## src/rtl/vga_timing_gen.sv

```systemverilog
// VGA pixel/line timing: registered DrawX/DrawY/blank and strobes, plus hs/vs
// delayed through a short pipeline to line up with the renderers' registered RGB.
module vga_timing_gen #(
  parameter int unsigned H_ACTIVE   = 640,
  parameter int unsigned H_FRONT    = 16,
  parameter int unsigned H_SYNC     = 96,
  parameter int unsigned H_BACK     = 48,
  parameter int unsigned V_ACTIVE   = 480,
  parameter int unsigned V_FRONT    = 10,
  parameter int unsigned V_SYNC     = 2,
  parameter int unsigned V_BACK     = 33,
  parameter int unsigned SYNC_DELAY = 2
) (
  input  logic       vga_clk,
  input  logic       reset,
  output logic [9:0] DrawX,
  output logic [9:0] DrawY,
  output logic       blank,
  output logic       hs,
  output logic       vs,
  output logic       frame_start,
  output logic       vblank_start,
  output logic [7:0] frame_count
);

  localparam int unsigned H_TOTAL    = H_ACTIVE + H_FRONT + H_SYNC + H_BACK;
  localparam int unsigned V_TOTAL    = V_ACTIVE + V_FRONT + V_SYNC + V_BACK;
  localparam int unsigned H_SYNC_BEG = H_ACTIVE + H_FRONT;
  localparam int unsigned H_SYNC_END = H_ACTIVE + H_FRONT + H_SYNC;
  localparam int unsigned V_SYNC_BEG = V_ACTIVE + V_FRONT;
  localparam int unsigned V_SYNC_END = V_ACTIVE + V_FRONT + V_SYNC;

  typedef enum logic [1:0] {PhActive, PhFront, PhSync, PhBack} phase_e;

  logic       run_q;
  logic [9:0] hc_q, hc_d, vc_q, vc_d;
  logic [7:0] fc_q, fc_d;
  phase_e     hph_q, hph_d, vph_q, vph_d;
  logic       line_adv;
  logic       blank_q, blank_d, fs_q, fs_d, vbs_q, vbs_d;
  logic       hs_raw_q, hs_raw_d, vs_raw_q, vs_raw_d;

  function automatic phase_e phase_step(phase_e ph, logic [9:0] cnt, int unsigned act,
                                        int unsigned fr, int unsigned sy, int unsigned tot);
    phase_e nxt;
    nxt = ph;
    unique case (ph)
      PhActive: if (32'(cnt) == act - 1)           nxt = PhFront;
      PhFront:  if (32'(cnt) == act + fr - 1)      nxt = PhSync;
      PhSync:   if (32'(cnt) == act + fr + sy - 1) nxt = PhBack;
      PhBack:   if (32'(cnt) == tot - 1)           nxt = PhActive;
      default:                                     nxt = PhActive;
    endcase
    return nxt;
  endfunction

  always_comb begin
    hc_d     = hc_q;
    vc_d     = vc_q;
    fc_d     = fc_q;
    hph_d    = hph_q;
    vph_d    = vph_q;
    line_adv = 1'b0;
    if (run_q) begin
      hph_d = phase_step(hph_q, hc_q, H_ACTIVE, H_FRONT, H_SYNC, H_TOTAL);
      if (32'(hc_q) == H_TOTAL - 1) begin
        hc_d     = '0;
        line_adv = 1'b1;
      end else begin
        hc_d = hc_q + 10'd1;
      end
      if (line_adv) begin
        vph_d = phase_step(vph_q, vc_q, V_ACTIVE, V_FRONT, V_SYNC, V_TOTAL);
        if (32'(vc_q) == V_TOTAL - 1) begin
          vc_d = '0;
          fc_d = fc_q + 8'd1;
        end else begin
          vc_d = vc_q + 10'd1;
        end
      end
    end
    // Decode from next-state so every registered flag matches the registered hc/vc.
    blank_d  = (32'(hc_d) < H_ACTIVE) && (32'(vc_d) < V_ACTIVE);
    fs_d     = (hc_d == 10'd0) && (vc_d == 10'd0);
    vbs_d    = (hc_d == 10'd0) && (32'(vc_d) == V_ACTIVE);
    hs_raw_d = !((32'(hc_d) >= H_SYNC_BEG) && (32'(hc_d) < H_SYNC_END));
    vs_raw_d = !((32'(vc_d) >= V_SYNC_BEG) && (32'(vc_d) < V_SYNC_END));
  end

  always_ff @(posedge vga_clk or posedge reset) begin
    if (reset) begin
      run_q    <= 1'b0;
      hc_q     <= '0;
      vc_q     <= '0;
      fc_q     <= '0;
      hph_q    <= PhActive;
      vph_q    <= PhActive;
      blank_q  <= 1'b0;
      fs_q     <= 1'b0;
      vbs_q    <= 1'b0;
      hs_raw_q <= 1'b1;
      vs_raw_q <= 1'b1;
    end else begin
      run_q    <= 1'b1;
      hc_q     <= hc_d;
      vc_q     <= vc_d;
      fc_q     <= fc_d;
      hph_q    <= hph_d;
      vph_q    <= vph_d;
      blank_q  <= blank_d;
      fs_q     <= fs_d;
      vbs_q    <= vbs_d;
      hs_raw_q <= hs_raw_d;
      vs_raw_q <= vs_raw_d;
    end
  end

  generate
    if (SYNC_DELAY == 0) begin : g_direct
      assign hs = hs_raw_q;
      assign vs = vs_raw_q;
    end else begin : g_delay
      logic [SYNC_DELAY-1:0] hs_pipe_q, vs_pipe_q;
      always_ff @(posedge vga_clk or posedge reset) begin
        if (reset) begin
          hs_pipe_q <= '1;
          vs_pipe_q <= '1;
        end else begin
          hs_pipe_q <= (hs_pipe_q << 1) | SYNC_DELAY'(hs_raw_q);
          vs_pipe_q <= (vs_pipe_q << 1) | SYNC_DELAY'(vs_raw_q);
        end
      end
      assign hs = hs_pipe_q[SYNC_DELAY-1];
      assign vs = vs_pipe_q[SYNC_DELAY-1];
    end
  endgenerate

  assign DrawX        = hc_q;
  assign DrawY        = vc_q;
  assign blank        = blank_q;
  assign frame_start  = fs_q;
  assign vblank_start = vbs_q;
  assign frame_count  = fc_q;

  // Counters are 10 bits wide.
  params_fit: assert property (@(posedge vga_clk) (H_TOTAL <= 1024) && (V_TOTAL <= 1024));

endmodule
```

## config.mk

```make
export PLATFORM = sky130hd
export DESIGN_NAME = vga_timing_gen
export DESIGN_NICKNAME = d
export VERILOG_FILES = /design/src/rtl/vga_timing_gen.sv
export SDC_FILE = /design/constraint.sdc
export NUM_CORES = 1
export LEC_CHECK = 0
export ABC_CLOCK_PERIOD_IN_PS = 3400
export BUFFER_PORTS_ARGS = -buffer_cell sky130_fd_sc_hd__buf_2
export CORE_UTILIZATION = 30
export CTS_CLUSTER_SIZE = 16
export DETAILED_ROUTE_END_ITERATION = 8
export GPL_ROUTABILITY_DRIVEN = 0
export HOLD_SLACK_MARGIN = 0.03
export PLACE_DENSITY = 0.49
export SKIP_LAST_GASP = 1
export SLEW_MARGIN = 20
export SYNTH_ARGS = -nofsm -noshare
export SYNTH_HDL_FRONTEND = slang
export SYNTH_SLANG_ARGS = --single-unit
```

## constraint.sdc

```tcl
create_clock -name vga_clk -period 3.4 [get_ports vga_clk]
set_input_delay 0.51 -clock vga_clk [delete_from_list [all_inputs] [get_ports vga_clk]]
set_output_delay 0.51 -clock vga_clk [all_outputs]
set_load 0.02 [all_outputs]
```

==> results.rst, run 1 <==
.. list-table::
   :header-rows: 1

   * - Metric
     - Value
   * - Met3 GRT Util
     - 0.0374
   * - Share of layout cells above drive strength 1
     - 0.261
   * - Mapped Nets
     - 204
   * - Average size of a mapped cell
     - 10.3 µm²
   * - Hold buffer count at cts
     - 0
   * - Area of the die
     - 7120 µm²
   * - Max clock buf depth
     - 2
   * - Floorplan die width
     - 84.4 µm
   * - Syn Inst Count
     - 198
   * - Share of async-settable or async-resettable flops after synthesis
     - 1.00
   * - Number of cells on the worst reg-to-reg path
     - 6
   * - Number of antenna violations at the first check in global routing
     - 0
   * - Number of DRC markers after the initial detailed-route iteration
     - 153
   * - TritonCTS Buffers
     - 5
   * - Violations in the final reports
     - DRC
   * - Area share of xor/xnor cells in the synthesized design
     - 0.0860
   * - Filler cell count
     - 662
   * - TritonCTS Sinks
     - 38
   * - Final nets
     - 239
   * - Combinational family with the most area after synthesis
     - simple AND/OR/NAND/NOR gates
   * - Via count
     - 1613
   * - Via density
     - 5.19
   * - Adder and majority gate portion of the synthesized area
     - 0.0246
   * - Netlist Area Pre-Place
     - 2040 µm²
   * - Global router's overall resource usage
     - 0.137
   * - Highest clock frequency the design can meet
     - 0.334 GHz
   * - Count of placed standard cells in the final layout, fillers left out
     - 311
   * - Data arrival at the endpoint of the critical path
     - 3.21 ns
   * - Number of synthesis warnings
     - 0
   * - Final number of max-transition violations
     - 0
   * - Grt total ovfl
     - 0
   * - Sequential cell area
     - 958 µm²
   * - Met1 routing resource usage after global routing
     - 0.191
   * - Residual antenna-violating net count after detailed routing
     - 0
   * - Clock insertion delay at the later pin of the skew report
     - 0.29 ns
   * - Tot Pwr
     - 0.00124 W
   * - Buffer count from post-CTS setup fixing
     - 0
   * - Maximum number of pins on one net before global-route repair
     - 39
   * - TritonCTS clock tree
     - built
   * - Part of the cycle the worst path needs
     - 0.882
   * - Most heavily used metal layer in global routing
     - met2
   * - Multiplexer area fraction after synthesis
     - 0.0154
   * - I/O pin cnt
     - 35
   * - Input/output buffers
     - 34
   * - Crit path required time
     - 3.62 ns
   * - Aggregate negative setup slack
     - 0 ns
   * - Transition time at the pin with the least slew margin
     - 0.561 ns
   * - Post-cts repair resize count
     - 0
   * - Worst voltage drop across the vdd grid
     - 196 µV
   * - Power density of the placed cells
     - 516 nW/µm²
   * - Top cells by area, synth
     - sky130_fd_sc_hd__dfrtp_1 (39%), sky130_fd_sc_hd__dfstp_2 (7.7%), sky130_fd_sc_hd__xnor2_1 (6.5%), sky130_fd_sc_hd__nand4_1 (3.1%), sky130_fd_sc_hd__ha_1 (2.5%)
   * - Minimum clock period
     - 3.00 ns
   * - Number of synthesized register bits
     - 38
   * - Post-synthesis simple-gate area fraction
     - 0.209
   * - GR met2 Demand/Resource
     - 0.209
   * - Vias in the first global route
     - 1525
   * - Std cell rows
     - 29
   * - Starting density of the core
     - 0.315
   * - Setup repair after global routing missed its margin
     - false
   * - Root buffer cell
     - sky130_fd_sc_hd__clkbuf_8
   * - Post-DR wirelength/cell
     - 14.6 µm
   * - Number of distinct library cell variants in the gate-level netlist after synthesis
     - 52
   * - Largest driver fanout on the critical path
     - 12
   * - Inst Count DP
     - 303
   * - DIE HEIGHT
     - 84.4 µm
   * - Leakage Power
     - 1.11 nW
   * - Count of H-tree levels built during CTS
     - 2
   * - Antenna diode count
     - 0
   * - Largest area contributor in the synthesized netlist
     - sky130_fd_sc_hd__dfrtp_1
   * - Sequential share of the synthesized area
     - 0.471
   * - Final setup violation count
     - 0
   * - Endpoint type of the worst setup path
     - flip-flop
   * - Clock skew
     - 0.00773 ns
   * - Relative slew slack
     - 0.623
   * - Endpoints failing hold
     - 0
   * - Kind of start point of the critical path
     - flip-flop
   * - Max-Cap Viols
     - 0
   * - Overall routed net length
     - 4540 µm
   * - Status
     - complete, but fails checks
   * - Post-synthesis compound-gate area fraction
     - 0.135
   * - DP Wirelength
     - 3200 µm
   * - Min-delay worst type
     - in -> async
   * - Clock transition at path regs
     - 0.08 ns
   * - First-pass GRT wire length
     - 7580 µm
   * - Kind of critical path
     - reg -> reg
   * - Combined area of the multi-input logic cells
     - 961 µm²
   * - Standard cell core area
     - 6460 µm²
   * - Syn-to-layout area delta
     - 18.4%
   * - DRC violations left
     - 3
   * - Synth Flop Type
     - sky130_fd_sc_hd__dfrtp_1
   * - Number of flops mapped to enable cells by yosys
     - 0
   * - First-pass iteration count of the detailed router
     - 8
   * - Yosys top cell area share
     - 0.393
## cells in the final DEF (no fill, tap or decap), types with 4 or more instances in the layout
cell / instances
sky130_fd_sc_hd__nand2_1: 11
sky130_fd_sc_hd__dfstp_2: 6
sky130_fd_sc_hd__nor3_1: 6
sky130_fd_sc_hd__and2_1: 4
sky130_fd_sc_hd__inv_1: 13
sky130_fd_sc_hd__nand4_1: 10
sky130_fd_sc_hd__xor2_1: 5
sky130_fd_sc_hd__buf_4: 5
sky130_fd_sc_hd__xnor2_1: 15
sky130_fd_sc_hd__dfrtp_1: 32
sky130_fd_sc_hd__a21oi_1: 4
sky130_fd_sc_hd__clkbuf_8: 5
sky130_fd_sc_hd__o21ai_0: 6
sky130_fd_sc_hd__nand3_1: 8
sky130_fd_sc_hd__buf_2: 34
sky130_fd_sc_hd__nor2_1: 9
sky130_fd_sc_hd__ha_1: 4
## registers in the layout, indices dropped and copies added (netlist names)
register and flops:
DrawX 10, DrawY 10, frame_count 8, g_delay.hs_pipe_q 2, g_delay.vs_pipe_q 2, blank 1, frame_start 1, hs_raw_q 1
run_q 1, vblank_start 1, vs_raw_q 1
## stage by stage
step / hold slack (ns) / setup slack (ns) / area [µm²] / util
final: 0.328 / 0.402 / 2410 / 0.373
after global routing: 0.364 / 0.303 / 2410 / 0.373
after CTS: 0.337 / 0.402 / 2410 / 0.373
after detailed placement: 0.347 / 0.417 / 2270 / 0.352
after global placement: 0.346 / 0.489 / 2270 / 0.352
after floorplan: 0.345 / 0.355 / 2040 / -
## routing by layer
layer  up-vias  share of wire
met5         -              0
met2        47           0.46
met4         0         0.0088
li1        790              -
met1       772           0.48
met3         4          0.047
## kinds of logic (layout without fill, tap and decap cells)
| logic type | after synthesis | count (layout) |
|---|---|---|
| simple gates | 72 | 72 |
| mux | 3 | 3 |
| compound gates | 36 | 36 |
| fa+ha+maj | 4 | 4 |
| other cells | 1 | 1 |
| flops | 38 | 38 |
| buf+inv | 24 | 60 |
| xor+xnor | 20 | 20 |
## synthesized netlist by cell type (all sizes together) (2+ instances only)
library cell	n
nand2	11
clkbuf	5
a31o	2
nor4	3
and3	2
nand4b	3
and2	4
or4	5
inv	13
xor2	5
nand4	10
o31a	2
dfstp	6
o21bai	2
a211oi	3
o311ai	2
o211a	2
o31ai	2
nand3b	2
nor3	7
nor2	9
mux2i	2
o21ai	6
dfrtp	32
nand3	8
xnor2	15
ha	4
buf	6
a21oi	4
o211ai	2
## report_power, final
part	total, W	internal, W	switching, W
Combinational	0.000239	0.0000889	0.000150
Sequential	0.000541	0.000487	0.0000534
Clock	0.000464	0.000294	0.000170
## final timing paths
check,startpoint,to,slack [ns]
worst max-delay path,DrawX[5]$_DFF_PP0_,vs_raw_q$_DFF_PP1_,0.40
worst min-delay path,reset,DrawX[8]$_DFF_PP0_,0.33
worst max register to register,DrawX[5]$_DFF_PP0_,vs_raw_q$_DFF_PP1_,0.40
worst min register to register,hs_raw_q$_DFF_PP1_,g_delay.hs_pipe_q[0]$_DFF_PP1_,0.36
max in group asynchronous,reset,g_delay.vs_pipe_q[0]$_DFF_PP1_,2.71
min in group vga_clk,hs_raw_q$_DFF_PP1_,g_delay.hs_pipe_q[0]$_DFF_PP1_,0.36
## layout make-up
cell class | instances | share of cell area
Clock buffer | 5 | 0.0286
Clock inverter | 3 | 0.0286
Inverter | 13 | 0.0202
Multi-Input combinational cell | 136 | 0.399
Sequential cell | 38 | 0.398
Tap cell | 77 | 0.0400
Timing Repair Buffer | 39 | 0.0862
## critical path, cell delays in order, from the launching register on
cell and delay, ns:
sky130_fd_sc_hd__dfrtp_1 0.47, sky130_fd_sc_hd__or2_1 0.36, sky130_fd_sc_hd__or4_4 0.65, sky130_fd_sc_hd__nor3_1 0.26, sky130_fd_sc_hd__xnor2_1 0.13, sky130_fd_sc_hd__or4_4 0.54
sky130_fd_sc_hd__or4_4 0.51
Note: power is estimated with default switching activity, not from simulation.
==> run 2: changes to the inputs <==
==> constraint.sdc (replaced) <==
create_clock -name vga_clk -period 3.4 [get_ports vga_clk]
set_input_delay 0.68 -clock vga_clk [delete_from_list [all_inputs] [get_ports vga_clk]]
set_output_delay 0.68 -clock vga_clk [all_outputs]
set_load 0.02 [all_outputs]
==> run 2 against run 1 <==
The run still ends with DRC left. First-iteration DRC count is 42% lower. Clock power rose by 2%. Die area is the same. Critical path depth stayed put. Via count about the same. Worst hold slack better by 0.024 ns. Routed wire length fell by 1.8%. Sequential cell count is the same. Sequential share of layout area is 0.12 points lower. Combinational power about the same. Critical endpoint unchanged. Largest cell class unchanged.
==> results.rst, run 2 (synthesized netlist as in run 1, its figures left out) <==
.. list-table::
   :header-rows: 1

   * - Metric
     - Value
   * - Leakage Power
     - 1.11 nW
   * - DIE HEIGHT
     - 84.4 µm
   * - Total routed wire length on the met1 layer
     - 2310 µm
   * - DR WL met2
     - 1920 µm
   * - Most prevalent standard cell on the critical path
     - sky130_fd_sc_hd__or4_4
   * - Vias in the first global route
     - 1509
   * - Setup repair after global routing missed its margin
     - false
   * - Crit path required time
     - 3.62 ns
   * - Clock skew
     - 0.00872 ns
   * - Count of placed standard cells in the final layout, fillers left out
     - 312
   * - Length of routed met3 wiring
     - 196 µm
   * - Relative slew slack
     - 0.590
   * - Syn-to-layout area delta
     - 18.7%
   * - Transition time at the pin with the least slew margin
     - 0.610 ns
   * - Min-delay worst type
     - in -> async
   * - Standard cell core area
     - 6460 µm²
   * - TritonCTS Sinks
     - 38
   * - Global router's overall resource usage
     - 0.135
   * - Antenna diode count
     - 0
   * - Hold buffer count at cts
     - 0
   * - Worst Setup Slack post-DPL
     - 0.407 ns
   * - Comb pwr share
     - 0.188
   * - Kind of start point of the critical path
     - flip-flop
   * - Via density
     - 5.17
   * - Top library cells by usage in the layout, fill and taps aside
     - sky130_fd_sc_hd__buf_2 (34), sky130_fd_sc_hd__dfrtp_1 (32), sky130_fd_sc_hd__xnor2_1 (15)
   * - Inst Count DP
     - 304
   * - Number of DRC markers after the initial detailed-route iteration
     - 89
   * - Clk network pwr share
     - 0.379
   * - DRC violations left
     - 3
   * - Max-Cap Viols
     - 0
   * - Root buffer cell
     - sky130_fd_sc_hd__clkbuf_8
   * - Final setup violation count
     - 0
   * - Post-DR wirelength/cell
     - 14.3 µm
   * - I/O pin cnt
     - 35
   * - Number of buffers and inverters on the critical path
     - 0
   * - Top cell family by delay on the critical path
     - simple AND/OR/NAND/NOR gates
   * - Area of the die
     - 7120 µm²
   * - Sequential fraction of design power
     - 0.433
   * - Number of antenna violations at the first check in global routing
     - 0
   * - Overall routed net length
     - 4460 µm
   * - Largest driver fanout on the critical path
     - 12
   * - TritonCTS Buffers
     - 5
   * - DP Wirelength
     - 3320 µm
   * - Max clock buf depth
     - 2
   * - Via count
     - 1614
   * - Tot Pwr
     - 0.00125 W
   * - Status
     - complete, but fails checks
   * - Data arrival at the endpoint of the critical path
     - 3.24 ns
   * - Internal power contribution
     - 0.000871 W
   * - Std cell rows
     - 29
   * - Kind of critical path
     - reg -> reg
   * - Highest clock frequency the design can meet
     - 0.331 GHz
   * - Clock insertion delay at the later pin of the skew report
     - 0.30 ns
   * - Clock transition at path regs
     - 0.09 ns
   * - Count of H-tree levels built during CTS
     - 2
   * - Maximum number of pins on one net before global-route repair
     - 20
   * - Top routing layer in use
     - met4
   * - Sw Pwr
     - 0.000381 W
   * - Crit path largest cell delay
     - 0.65 ns
   * - Grt total ovfl
     - 0
   * - Crit path max-delay cell type
     - sky130_fd_sc_hd__or4_4
   * - Part of the cycle the worst path needs
     - 0.890
   * - Power density of the placed cells
     - 518 nW/µm²
   * - Aggregate negative setup slack
     - 0 ns
   * - Endpoint type of the worst setup path
     - flip-flop
   * - Setup slack of the critical path after layout
     - 0.374 ns
   * - Cells along the critical path
     - or2_1 -> or4_4 -> nor3_1 -> xnor2_1 -> or4_4 -> or4_4
   * - Buffer count from post-CTS setup fixing
     - 0
   * - Input/output buffers
     - 34
   * - Final nets
     - 240
   * - First-pass iteration count of the detailed router
     - 9
   * - Most common cell after layout, fill and taps aside
     - sky130_fd_sc_hd__buf_2
   * - First-pass GRT wire length
     - 7510 µm
   * - TritonCTS clock tree
     - built
   * - Floorplan die width
     - 84.4 µm
   * - Residual antenna-violating net count after detailed routing
     - 0
   * - Starting density of the core
     - 0.315
   * - Violations in the final reports
     - DRC
   * - Final number of max-transition violations
     - 0
   * - Worst voltage drop across the vdd grid
     - 207 µV
   * - Switching fraction of total power
     - 0.304
   * - Minimum clock period
     - 3.03 ns
   * - Endpoints failing hold
     - 0
   * - Share of layout cells above drive strength 1
     - 0.264
   * - Post-cts repair resize count
     - 0
-- run 2: cell types whose count changed in the layout (fill, tap and decap cells not counted) --
cell / before / now
sky130_fd_sc_hd__buf_4: 5 / 6
-- run 2: power by group through the flow --
| stage | combinational, W | clock (W) | sequential (W) |
|---|---|---|---|
| after CTS | 0.000240 | 0.000487 | 0.000543 |
| after global placement | 0.000243 | 0 | 0.000549 |
| final | 0.000236 | 0.000474 | 0.000542 |
| after detailed placement | 0.000239 | 0 | 0.000551 |
| after global routing | 0.000262 | 0.000508 | 0.000550 |
| after floorplan | 0.000173 | 0 | 0.000569 |
-- run 2: final timing paths --
check | from | slack, ns | endpoint | depth (start not counted)
min | reset | 0.35 | DrawX[5]$_DFF_PP0_ | 2
max | DrawX[5]$_DFF_PP0_ | 0.37 | vs_raw_q$_DFF_PP1_ | 6
max in group asynchronous | reset | 2.39 | g_delay.vs_pipe_q[0]$_DFF_PP1_ | 3
min in group vga_clk | g_delay.vs_pipe_q[0]$_DFF_PP1_ | 0.36 | g_delay.vs_pipe_q[1]$_DFF_PP1_ | 0
max reg2reg | DrawX[5]$_DFF_PP0_ | 0.37 | vs_raw_q$_DFF_PP1_ | 6
min reg2reg | g_delay.vs_pipe_q[0]$_DFF_PP1_ | 0.36 | g_delay.vs_pipe_q[1]$_DFF_PP1_ | 0
-- run 2: metrics by stage --
stage | cell area (µm²) | hold slack, ns | utilization
6_report | 2420 | 0.352 | 0.374
5_1_grt | 2420 | 0.363 | 0.374
4_1_cts | 2420 | 0.359 | 0.374
3_5_place_dp | 2280 | 0.347 | 0.353
3_3_place_gp | 2280 | 0.347 | 0.353
2_1_floorplan | 2040 | 0.345 | -
-- run 2: layout make-up --
| type | instances | area [µm²] |
|---|---|---|
| clock inverter | 3 | 68.8 |
| timing repair buffer | 40 | 215 |
| multi-input combinational | 136 | 961 |
| clock buffer | 5 | 68.8 |
| sequential | 38 | 958 |
| fill | 666 | 4040 |
| tap | 77 | 96.3 |
| inverter | 13 | 48.8 |
-- run 2: metal layers --
| metal | vias up | global-route usage |
|---|---|---|
| li1 | 797 | - |
| met1 | 779 | 0.195 |
| met2 | 32 | 0.199 |
| met3 | 6 | 0.0393 |
| met4 | 0 | 0.0324 |
| met5 | - | 0 |
